File: src/rtl/stopwatch_pkg.sv
// Shared types and constants for the BCD stopwatch: FSM state encoding,
// blank segment pattern and the active-low seven-segment glyph table.
package stopwatch_pkg;

    typedef enum logic [1:0] {
        IDLE  = 2'd0,
        RUN   = 2'd1,
        PAUSE = 2'd2
    } sw_state_t;

    localparam logic [6:0] SEG_BLANK = 7'h7F;

    // Active-low {g,f,e,d,c,b,a}; codes above 9 are never driven, so they blank.
    function automatic logic [6:0] seg7_glyph(input logic [3:0] bcd);
        logic [6:0] seg;
        case (bcd)
            4'd0:    seg = 7'b1000000;
            4'd1:    seg = 7'b1111001;
            4'd2:    seg = 7'b0100100;
            4'd3:    seg = 7'b0110000;
            4'd4:    seg = 7'b0011001;
            4'd5:    seg = 7'b0010010;
            4'd6:    seg = 7'b0000010;
            4'd7:    seg = 7'b1111000;
            4'd8:    seg = 7'b0000000;
            4'd9:    seg = 7'b0010000;
            default: seg = SEG_BLANK;
        endcase
        return seg;
    endfunction

endpackage

File: src/rtl/seg7_decoder.sv
// Combinational BCD to active-low seven-segment decoder.
// Only compiled when STOPWATCH_SEG7_EN is defined; otherwise no decoder exists.
`ifdef STOPWATCH_SEG7_EN
module seg7_decoder
    import stopwatch_pkg::*;
(
    input  logic [3:0] bcd,
    output logic [6:0] seg
);

    always_comb begin
        seg = seg7_glyph(bcd);
    end

endmodule
`endif

File: src/rtl/stopwatch_bcd.sv
// MM:SS BCD stopwatch with start/stop toggle, clear and rollover pulse.
// STOPWATCH_SEG7_EN builds the four display decoders; without it hex0..hex3 are blank.
//
// state | meaning
// IDLE  | count held at 00:00, waiting for start
// RUN   | counting on each clk_enable tick
// PAUSE | count frozen; clear returns to IDLE
module stopwatch_bcd
    import stopwatch_pkg::*;
#(
    parameter int MIN_LIMIT = 59
) (
    input  logic       clk10,
    input  logic       reset,
    input  logic       clk_enable,
    input  logic       start_stop,
    input  logic       clear,
    output logic [3:0] sec_ones,
    output logic [3:0] sec_tens,
    output logic [3:0] min_ones,
    output logic [3:0] min_tens,
    output logic       running,
    output logic       rollover,
    output logic [6:0] hex0,
    output logic [6:0] hex1,
    output logic [6:0] hex2,
    output logic [6:0] hex3
);

    localparam logic [3:0] LIM_TENS = 4'(MIN_LIMIT / 10);
    localparam logic [3:0] LIM_ONES = 4'(MIN_LIMIT % 10);

    sw_state_t  state_q;
    sw_state_t  state_d;
    logic       ss_q;
    logic       ss_rise;
    logic       count_en;
    logic       zero_cnt;
    logic       wrap;
    logic [3:0] sec_ones_d;
    logic [3:0] sec_tens_d;
    logic [3:0] min_ones_d;
    logic [3:0] min_tens_d;

    assign ss_rise  = start_stop & ~ss_q;
    assign count_en = (state_q == RUN) & clk_enable;
    assign zero_cnt = (state_q == PAUSE) & (state_d == IDLE);
    assign running  = (state_q == RUN);

    always_comb begin
        state_d = state_q;
        case (state_q)
            IDLE:    if (ss_rise) state_d = RUN;
            RUN:     if (ss_rise) state_d = PAUSE;
            PAUSE: begin
                if (ss_rise)    state_d = RUN;
                else if (clear) state_d = IDLE;
            end
            default: state_d = IDLE;
        endcase
    end

    // Digit cascade: seconds carry into a two-digit minute value that wraps at MIN_LIMIT.
    always_comb begin
        sec_ones_d = sec_ones;
        sec_tens_d = sec_tens;
        min_ones_d = min_ones;
        min_tens_d = min_tens;
        wrap       = 1'b0;
        if (zero_cnt) begin
            sec_ones_d = 4'd0;
            sec_tens_d = 4'd0;
            min_ones_d = 4'd0;
            min_tens_d = 4'd0;
        end else if (count_en) begin
            if (sec_ones != 4'd9) begin
                sec_ones_d = sec_ones + 4'd1;
            end else begin
                sec_ones_d = 4'd0;
                if (sec_tens != 4'd5) begin
                    sec_tens_d = sec_tens + 4'd1;
                end else begin
                    sec_tens_d = 4'd0;
                    if (min_tens == LIM_TENS && min_ones == LIM_ONES) begin
                        min_ones_d = 4'd0;
                        min_tens_d = 4'd0;
                        wrap       = 1'b1;
                    end else if (min_ones != 4'd9) begin
                        min_ones_d = min_ones + 4'd1;
                    end else begin
                        min_ones_d = 4'd0;
                        min_tens_d = min_tens + 4'd1;
                    end
                end
            end
        end
    end

    always_ff @(posedge clk10) begin
        if (reset) begin
            state_q  <= IDLE;
            ss_q     <= 1'b0;
            sec_ones <= 4'd0;
            sec_tens <= 4'd0;
            min_ones <= 4'd0;
            min_tens <= 4'd0;
            rollover <= 1'b0;
        end else begin
            state_q  <= state_d;
            ss_q     <= start_stop;
            sec_ones <= sec_ones_d;
            sec_tens <= sec_tens_d;
            min_ones <= min_ones_d;
            min_tens <= min_tens_d;
            rollover <= wrap;
        end
    end

`ifdef STOPWATCH_SEG7_EN
    seg7_decoder u_hex0 (.bcd(sec_ones), .seg(hex0));
    seg7_decoder u_hex1 (.bcd(sec_tens), .seg(hex1));
    seg7_decoder u_hex2 (.bcd(min_ones), .seg(hex2));
    seg7_decoder u_hex3 (.bcd(min_tens), .seg(hex3));
`else
    assign hex0 = SEG_BLANK;
    assign hex1 = SEG_BLANK;
    assign hex2 = SEG_BLANK;
    assign hex3 = SEG_BLANK;
`endif

endmodule

File: config.mk
export PLATFORM = sky130hd
export DESIGN_NAME = stopwatch_bcd
export DESIGN_NICKNAME = d
export VERILOG_FILES = /design/src/rtl/stopwatch_pkg.sv /design/src/rtl/seg7_decoder.sv /design/src/rtl/stopwatch_bcd.sv
export SDC_FILE = /design/constraint.sdc
export NUM_CORES = 1
export LEC_CHECK = 0
export CORE_ASPECT_RATIO = 1.4
export CORE_MARGIN = 5
export CORE_UTILIZATION = 39
export CTS_CLUSTER_DIAMETER = 100
export DETAILED_ROUTE_END_ITERATION = 8
export PLACE_DENSITY = 0.73
export SETUP_SLACK_MARGIN = 0.3
export SYNTH_ARGS = -nofsm -noshare
export SYNTH_HDL_FRONTEND = slang
export SYNTH_SLANG_ARGS = --single-unit
File: constraint.sdc
create_clock -name clk10 -period 1.4 [get_ports clk10]
set_input_delay 0.21 -clock clk10 [delete_from_list [all_inputs] [get_ports clk10]]
set_output_delay 0.21 -clock clk10 [all_outputs]
set_load 0.02 [all_outputs]
==> results of run 1 <==
-- state kept, by name (all words and copies together) (netlist names) --
| signal | count |
|---|---|
| min_ones | 4 |
| sec_tens | 4 |
| min_tens | 4 |
| rollover | 1 |
| sec_ones | 4 |
| state_q | 2 |
| ss_q | 1 |
-- where the power goes --
part / total (uW) / leakage [uW] / switching, uW / internal (uW)
logic: 187 / 0.000669 / 126 / 60.8
clock network: 396 / 0.0000216 / 204 / 193
registers: 578 / 0.000170 / 10.1 / 568
total: 1160 / 0.000860 / 340 / 821
-- timing repair --
action                                  4_1_cts  5_1_grt
resized for setup                           100       37
buffers inserted                              6        4
pin swaps                                     8       15
gates cloned                                  1        0
endpoints found under the setup margin       36       26
-- critical path: stages, from the launching register on --
cell and delay [ps]:
sky130_fd_sc_hd__dfxtp_4 360, sky130_fd_sc_hd__nand4b_4 170, sky130_fd_sc_hd__or3_4 380, sky130_fd_sc_hd__or4_4 430, sky130_fd_sc_hd__a21oi_2 140
-- cell usage in the layout, fill, tap and decap left out, types with 3 or more instances in the layout --
| master | n |
|---|---|
| sky130_fd_sc_hd__nand2_1 | 6 |
| sky130_fd_sc_hd__dfxtp_4 | 6 |
| sky130_fd_sc_hd__nor2_1 | 10 |
| sky130_fd_sc_hd__dfxtp_1 | 6 |
| sky130_fd_sc_hd__conb_1 | 28 |
| sky130_fd_sc_hd__dfxtp_2 | 8 |
| sky130_fd_sc_hd__and4bb_2 | 3 |
| sky130_fd_sc_hd__nor2b_1 | 4 |
| sky130_fd_sc_hd__clkbuf_8 | 3 |
| sky130_fd_sc_hd__a21oi_1 | 6 |
| sky130_fd_sc_hd__a21oi_2 | 4 |
| sky130_fd_sc_hd__buf_6 | 21 |
| sky130_fd_sc_hd__inv_1 | 6 |
| sky130_fd_sc_hd__buf_4 | 20 |
| sky130_fd_sc_hd__o21ai_0 | 3 |
| sky130_fd_sc_hd__buf_2 | 8 |
-- metrics by stage --
stage	cells	setup TNS (ps)	hold WS, ps
after floorplan	175	-309.1	275.0
after global placement	227	-4293	476.4
after detailed placement	227	-5085	484.9
after CTS	237	-192.1	416.0
after global routing	241	-743.7	420.2
final	241	-251.3	409.6
-- layer usage --
| layer | vias to the layer above | part of all wire |
|---|---|---|
| met2 | 36 | 0.57 |
| met5 | - | 0 |
| met3 | 7 | 0.062 |
| met4 | 0 | 0.021 |
| li1 | 571 | - |
| met1 | 566 | 0.35 |
-- worst max path at each step --
| stage | depth (start not counted) | endpoint | from |
|---|---|---|---|
| after floorplan | 5 | min_tens[3] | sec_tens[1] |
| after global placement | 5 | min_tens[3] | clk_enable |
| after detailed placement | 5 | min_tens[3] | clk_enable |
| after CTS | 4 | min_ones[0] | sec_ones[2] |
| after global routing | 4 | min_ones[0] | state_q[1] |
| final | 4 | min_ones[0] | state_q[1] |
-- cell type report --
type / count / area share
well taps: 39 / 0.02531
inverters: 7 / 0.01363
multi-input cells: 117 / 0.4633
flip-flops and latches: 20 / 0.2245
clock buffers: 3 / 0.02141
repair buffers: 55 / 0.2518
-- kinds of logic after synthesis --
group	count (synthesis)	share of synthesized area
XOR/XNOR	4	0.02770
other	1	0.002965
adder cells (fa/ha/maj)	2	0.01978
AND/OR/NAND/NOR	56	0.2997
buffers and inverters	39	0.1998
AO/OA/AOI/OAI	25	0.1256
multiplexers	1	0.007913
flip-flops	20	0.3165
==> results list, run 1 <==
- Result of the run: finished with violations
- The final reports fail on negative setup slack.
* Register-to-register setup slack: -140 ps
- Largest net degree at the start of global routing: 11
- Number of distinct library cells after synthesis: 43
- In this run the core area contains 24 standard-cell rows.
- After layout, the minimum clock period comes to 1536 ps.
- The number of clock buffers added by TritonCTS is 3.
- Yosys attributes the largest share of cell area to sky130_fd_sc_hd__dfxtp_1, sky130_fd_sc_hd__buf_4, sky130_fd_sc_hd__a21oi_1.
* Kind of launch point of the worst setup path: register
- Grt peak-use layer: met2
* Worst-case hold path end point: ss_q
- After detailed routing, the number of vias per cell comes to 4.896.
* Sequential element share of the synthesized area: 0.3165
- # fillers: 263
- Launch instance of the worst min-delay path: start_stop
- Ranked by instance count, the synthesized netlist is headed by sky130_fd_sc_hd__buf_4, sky130_fd_sc_hd__dfxtp_1, sky130_fd_sc_hd__nor2_1.
- Met1 routing resource usage after global routing: 0.1492
- Area taken by multi-input logic gates: 893.4 um^2
- Gate Count Post-Synth: 148
- Reg2reg path depth: 4
- The later pin in the worst-skew pair is clocked with a latency of 270 ps.
- Cell area after placement: 1633 um^2
- Worst-case setup slack after placement: -434.7 ps
* Depth of the worst hold-timing path: 2
- In this run the static leakage power is 0.0008602 uW.
- Final worst-path setup slack: -136.5 ps
* Weighted congestion at the end of routability-driven global placement: 0.7853
* Data required time at the worst endpoint: 1610 ps
- The floorplan step set the die width to 58.13 um.
- After clock tree synthesis, the clock-pin slew on the worst setup and hold paths is 80 ps.
- Clock H-tree levels: 1
* Initial core utilization: 0.4050
- Achievable Freq: 0.6508 GHz
- PortBufs: 22
- The clock net in this run drives a total of 20 sinks.
- Iter 0 DRT Violations: 47
* Post-synth top area share: 0.3165
* Clock Tree Root: sky130_fd_sc_hd__clkbuf_8
- Total design power: 1161 uW
- For this design the ratio of total power to cell area is 602.2 nW/um^2.
- The clock passes through at most 2 buffers.
- Met3 Use GR: 0.02326
- Critical Path AT: 1750 ps
- In the synthesized netlist the dominant register cell turns out to be sky130_fd_sc_hd__dfxtp_1.
- First-pass GRT wire length: 5237 um
* Post-DP HPWL: 2372 um
- The final-report max-slew violation count was 0.
- The number of antenna violations at the first check in global routing came to 0.
- 51 I/O pins were placed.
- Summed over all layers, the global routing overflow is 0.
- TritonCTS built the clock tree.
* Avg Cell Area, Syn: 8.547 um^2
- Across the VDD grid, the largest voltage drop is 0.5435 mV.
- Synthesized flop and latch total: 20
- Syn. warnings: 0
* Synthesized cell area: 1265 um^2
* Total via count after detailed routing: 1180
- First-pass detailed-route iteration total: 4
- The area growth from synthesis to layout is 52.42%.
* Overall die area: 4498 um^2
- Critical path fanouts, max: 4
* Cell with the most instances after synthesis: sky130_fd_sc_hd__buf_4
- WL/cell: 14.41 um
- For this run, the share of the core covered by cells in the final layout is 0.6174.
- The critical path in this run is classified as register to register.
- Antenna cell count: 0
- Area of the core: 3123 um^2
* Die Span Y: 77.39 um
- DRC: 0
- GRT Total Usage: 0.1463
* Final net count: 211
* EDFF count, synth: 0
- Once detail routing completed, the nets flagged for antenna violations numbered 0.
- Count of max-cap constraint violations: 0
- The worst setup path is captured at a register.
- Of the cells placed in the final design, the portion with a size suffix greater than 1 is 0.5050.
- The worst hold path belongs to the class primary input to register.
- Fin crit share: 1.097
- Setup-failing EPs final: 5
- With fillers left out, the area of the finished cells amounts to 1928 um^2.
- Met2 usage in global routing: 0.2805
- For this design, the CTS-stage hold fixing added 0 buffers.
- Registers take 432.9 um^2.
- Capturing point of the worst reg2reg path: min_ones[0]
* Setup repair after global routing missed its margin: true
- The total count of hold-check failures in the final report was 0.
* Cell type with the highest aggregate area in the netlist: sky130_fd_sc_hd__dfxtp_1
* Fraction of registers with async set/reset: 0
- Via count of the first global-routing pass: 1148
- R2r startpoint: state_q[1]
* Drt total wl: 3472 um
* Worst clock skew: 2.070 ps
Note: power is estimated with default switching activity, not from simulation.
==> run 2: changes to the inputs <==
CORE_UTILIZATION = 46   (was 39)
PLACE_DENSITY = 0.82   (was 0.73)
clock period = 2 ns   (was 1.4 ns; I/O delays follow)
==> results list, run 2 (same netlist as run 1, synthesis figures left out) <==
* Result of the run: complete, no violations
* Via count of the first global-routing pass: 910
* Area delta synth->final: 16.22%
* Worst clock skew: 5.379 ps
- Detailed routing placed a total of 1250 um of wire on met2.
- No sink is reached through more buffers than the 2 on the longest clock path.
* Area of the core: 2643 um^2
- Weighted congestion at the end of routability-driven global placement: 0.7630
- Post-route cell area: 1470 um^2
- In this run the remaining antenna-violating nets after routing total 0.
- Critical path fanouts, max: 5
- Setup repair after global routing missed its margin: true
- TritonCTS clock tree: built
- Summing all flip-flop and latch instances after layout gives 404.1 um^2.
- The die covers 3913 um^2.
- Number of antenna violations at the first check in global routing: 0
* Setup-failing EPs final: 0
- Highest metal layer with signal wires: met4
- After the last flow step, the layout net total stands at 180.
* Kind of launch point of the worst setup path: register
- Hold WS: 426.2 ps
- Initial core utilization: 0.4787
* Reported leakage power: 0.0007506 uW
* Die Span Y: 72.05 um
- Post-CTS repair changed the size of 13 cells.
- Crit-path slowest cell: sky130_fd_sc_hd__clkdlybuf4s50_1
- First-pass GRT wire length: 3933 um
- In this run the clock root is driven by a sky130_fd_sc_hd__clkbuf_4.
- Number of buffers inserted during clock tree synthesis: 3
* Post-DP HPWL: 1905 um
* Area taken by multi-input logic gates: 715.7 um^2
* Iter 0 DRT Violations: 14
- Fin crit share: 0.8154
* Count of pins on the block boundary: 51
* Worst Setup End Kind: primary output
- In this run the horizontal extent of the chip is 54.32 um.
- Final Hold Fails: 0
- The total overflow left after global routing is 0.
- Drt total wl: 2475 um
- After layout, the design draws a total of 736.8 uW.
- Routed length on met1: 972 um
- List of cells traversed by the critical path: clkdlybuf4s50_1
* PortBufs: 22
- Launch instance of the worst min-delay path: clk_enable
* Depth of the worst hold-timing path: 4
- Largest net degree at the start of global routing: 14
- Once layout is complete, the cells apart from fillers number 208.
- Hold/Removal Path Class: primary input to register
- Clock tree synthesis found a total of 20 sinks.
* Placed instance count: 204
- Kind of critical path: register to primary output
* WL/cell: 11.90 um
- Across all register-to-register paths, the minimum setup slack is 380 ps.
- Reg2reg path depth: 4
* Data required time at the worst endpoint: 1700 ps
- Number of pins exceeding their max-slew limit in the final report: 0
- On the critical path the largest part of the delay comes from buffers and inverters.
- Most frequent standard cell in the layout excluding fill and tap cells: sky130_fd_sc_hd__conb_1
- In this run the number of H-tree levels came out at 1.
* Antenna cell count: 0
- Number of buffers and inverters on the critical path: 1
- Met3 Wirelength: 222 um
- The detailed router placed 1025 vias in this run.
- In the layout the commonest cells are sky130_fd_sc_hd__conb_1, sky130_fd_sc_hd__dfxtp_1, sky130_fd_sc_hd__nor2_1, sky130_fd_sc_hd__a21oi_1, sky130_fd_sc_hd__dlygate4sd2_1.
- The later pin in the worst-skew pair is clocked with a latency of 300 ps.
- Dividing the detail-routed via count by the number of cells gives 4.928.
* Crit path largest cell delay: 630 ps
- Setup total negative slack on the finished layout was measured at 0 ps.
* Max IR drop VDD: 0.3862 mV
* GRT Total Usage: 0.1311
- Cell area after placement: 1428 um^2
- DRC: 0
* # fillers: 259
* Hold-fix buffers, CTS: 0
* Post-CTS Setup Repair Bufs: 0
- The worst hold path terminates at sec_ones[0].
* Power Density: 501.2 nW/um^2
- The worst register-to-register path ends at min_tens[3].
* Critical Path AT: 1330 ps
* Count of max-cap constraint violations: 0
- # rows: 22
- For this run, the detailed router's first-pass iteration total came to 4.
- Register clock-pin slew on the reported worst setup and hold paths: 110 ps
- Timing would allow up to 0.6132 GHz.
- In the final layout, the share of cells above drive strength 1 is 0.1047.
- After layout, the minimum clock period comes to 1631 ps.
* R2r startpoint: sec_ones[0]
==> run 2: worst min-delay path, stage by stage <==
cell and delay (ps):
sky130_fd_sc_hd__dlymetal6s2s_1 170, sky130_fd_sc_hd__nand2_1 90, sky130_fd_sc_hd__xor2_1 60, sky130_fd_sc_hd__nor2_1 80
==> run 2: cell type report <==
type	count	share of cell area
multi-input combinational	116	0.4868
tap	36	0.03064
sequential	20	0.2749
timing repair buffer	25	0.1651
inverter	7	0.01787
clock buffer	4	0.02468
==> run 2: through the flow <==
stage | setup WS, ps | util
2_1_floorplan | 366.8 | -
3_5_place_dp | -25.68 | 0.5402
5_1_grt | 275.3 | 0.5563
6_report | 369.3 | 0.5563
4_1_cts | 301.4 | 0.5511
3_3_place_gp | 39.19 | 0.5402
==> run 2: where the power goes <==
part           internal [uW]  leakage [uW]  total, uW  switching, uW
clock network            111     0.0000210        235            124
logic                   20.4      0.000567       91.3           71.0
registers                403      0.000163        410           7.05
total                    535      0.000751        737            202
==> run 2: how the worst max path moves through the flow <==
| stage | end | cells after the start | start | slack, ps |
|---|---|---|---|---|
| 2_1_floorplan | min_tens[3] | 5 | sec_tens[1] | 370 |
| 3_3_place_gp | min_tens[3] | 5 | clk_enable | 40 |
| 3_5_place_dp | min_tens[3] | 5 | clk_enable | -30 |
| 4_1_cts | min_tens[3] | 5 | clk_enable | 300 |
| 5_1_grt | min_tens[3] | 4 | sec_ones[3] | 280 |
| 6_report | min_tens[1] | 1 | min_tens[1] | 370 |
==> run 2: metal layers <==
| metal | global-route usage | vias up |
|---|---|---|
| met1 | 0.1673 | 470 |
| met4 | 0.04986 | 0 |
| met2 | 0.2144 | 44 |
| met5 | 0 | - |
| met3 | 0.02259 | 2 |
| li1 | - | 509 |
==> run 3: changes to the inputs <==
CORE_UTILIZATION = 39   (was 46)
PLACE_DENSITY = 0.73   (was 0.82)
clock period = 1.3 ns   (was 2 ns; I/O delays follow)
==> results list, run 3 (same netlist as run 1, synthesis figures left out) <==
* Result of the run: finished with violations
- Violations in the final reports: negative setup slack
* Post-DP HPWL: 2538 um
* # rows: 24
* Cell area after placement: 1710 um^2
* TritonCTS clock tree: built
- No sink is reached through more buffers than the 2 on the longest clock path.
- For this design, the CTS-stage hold fixing added 0 buffers.
* Critical Path AT: 1690 ps
- Weighted congestion at the end of routability-driven global placement: 0.7664
- Setup repair after global routing could not meet its margin everywhere.
- Leading cell types in the layout, fill and taps excluded: sky130_fd_sc_hd__buf_4, sky130_fd_sc_hd__buf_6, sky130_fd_sc_hd__conb_1, sky130_fd_sc_hd__dfxtp_2, sky130_fd_sc_hd__nor2_1
- At the later pin of the worst-skew pair, clock insertion delay measures 260 ps.
- Summed over all failing endpoints, the final setup total negative slack is -1343 ps.
- Min Tclk post-route: 1491 ps
- Width of the die: 58.13 um
* PortBufs: 22
* Fin crit share: 1.147
- Fraction of final layout cells with drive strength greater than 1: 0.5845
* Final worst-path setup slack: -191.2 ps
* WL/cell: 14.76 um
* Total gr overflow: 0
* Count of pins on the block boundary: 51
* GRT Total Usage: 0.1552
- Setup violations remaining at the end of the flow were counted as 14.
* DRC: 0
* Drt total wl: 3807 um
- Initial core utilization: 0.4050
* Number of pins exceeding their max-slew limit in the final report: 0
- CTS Sinks: 20
- After clock tree synthesis, the clock-pin slew on the worst setup and hold paths is 80 ps.
- The total count of hold-check failures in the final report was 0.
* Final net count: 227
- Iter 0 DRT Violations: 28
- Entering global routing, the biggest net connects 12 pins.
* Total via count after detailed routing: 1264
- The via count of the first global-routing pass was 1266.
- In this run the number of H-tree levels came out at 1.
- Post-route cell area: 2156 um^2
- Between clock sinks in the finished design, the worst skew comes to 3.506 ps.
* Crit-path slowest cell: sky130_fd_sc_hd__or4_4
* Area of the core: 3123 um^2
* Critical path fanouts, max: 3
- The first global-routing pass estimated 5540 um of wire.
- Worst Setup End Kind: register
- Hold WS: 396.0 ps
- Timing would allow up to 0.6706 GHz.
- Crit path largest cell delay: 420 ps
* Area delta synth->final: 70.43%
* Antenna cell count: 0
- The die is 77.39 um tall.
* Worst-case setup slack after placement: -533.1 ps
- Power Density: 613.8 nW/um^2
* List of cells traversed by the critical path: nand3b_1 > or3_4 > or4_4 > a21oi_2
- DRT antenna net count: 0
- Kind of critical path: register to register
* First-pass detailed-route iteration total: 5
* Count of max-cap constraint violations: 0
- Number of antenna violations at the first check in global routing: 0
- STA puts the critical path data required time at 1500 ps.
- Clock Tree Root: sky130_fd_sc_hd__clkbuf_8
- The worst hold path belongs to the class primary input to register.
- After detailed routing, the number of vias per cell comes to 4.899.
* Number of buffers inserted during clock tree synthesis: 3
* Kind of launch point of the worst setup path: register
- Reported leakage power: 0.0009629 uW
- After filler insertion, the fill cell instance count of the layout stands at 244.
- The die covers 4498 um^2.
- Across the VDD grid, the largest voltage drop is 0.5835 mV.
run 3: path summary, 6_finish.rpt:
check	from	end	slack, ps	cells after the start
setup / recovery	sec_ones[2]	min_ones[0]	-190	4
hold / removal	start_stop	ss_q	400	2
setup reg to reg	sec_ones[2]	min_ones[0]	-190	4
hold reg to reg	min_tens[3]	min_tens[3]	560	2
run 3: final cells by class:
type	instances	area, um^2	area share
flip-flops and latches	20	439.2	0.2037
clock buffers	4	55.05	0.02554
well taps	39	48.80	0.02263
multi-input cells	116	908.4	0.4214
inverters	7	26.28	0.01219
repair buffers	72	678.2	0.3146
run 3: power breakdown:
part | leakage, uW | switching (uW) | internal [uW]
clock | 0.0000288 | 217 | 270
sequential | 0.000172 | 8.68 | 608
combinational | 0.000762 | 140 | 78.8
total | 0.000963 | 366 | 957
run 3: repair_timing:
item,CTS,global route
setup buffers,7,12
resized for setup,131,36
pin swaps,9,15
setup endpoints to repair,36,34
run 3: through the flow:
step                utilization  power (uW)  std cells
global route             0.6903        1369        258
finish                   0.6903        1323        258
detailed placement       0.5477       808.6        235
global placement         0.5477       805.7        235
floorplan                     -       821.7        175
CTS                      0.6182        1302        246
run 3: layer usage:
metal / wire, um / global-route usage / share of wire / vias up
met4: 127 / 0.06961 / 0.033 / 0
met3: 217 / 0.02824 / 0.057 / 18
met5: 0 / 0 / 0 / -
li1: - / - / - / 603
met2: 2218 / 0.3088 / 0.58 / 54
met1: 1244 / 0.1455 / 0.33 / 589
run 3: critical path: cells and delay by family, from the launching register on:
kind | cells | cell delay [ps]
compound gates | 1 | 130
flops | 1 | 360
simple gates | 3 | 940
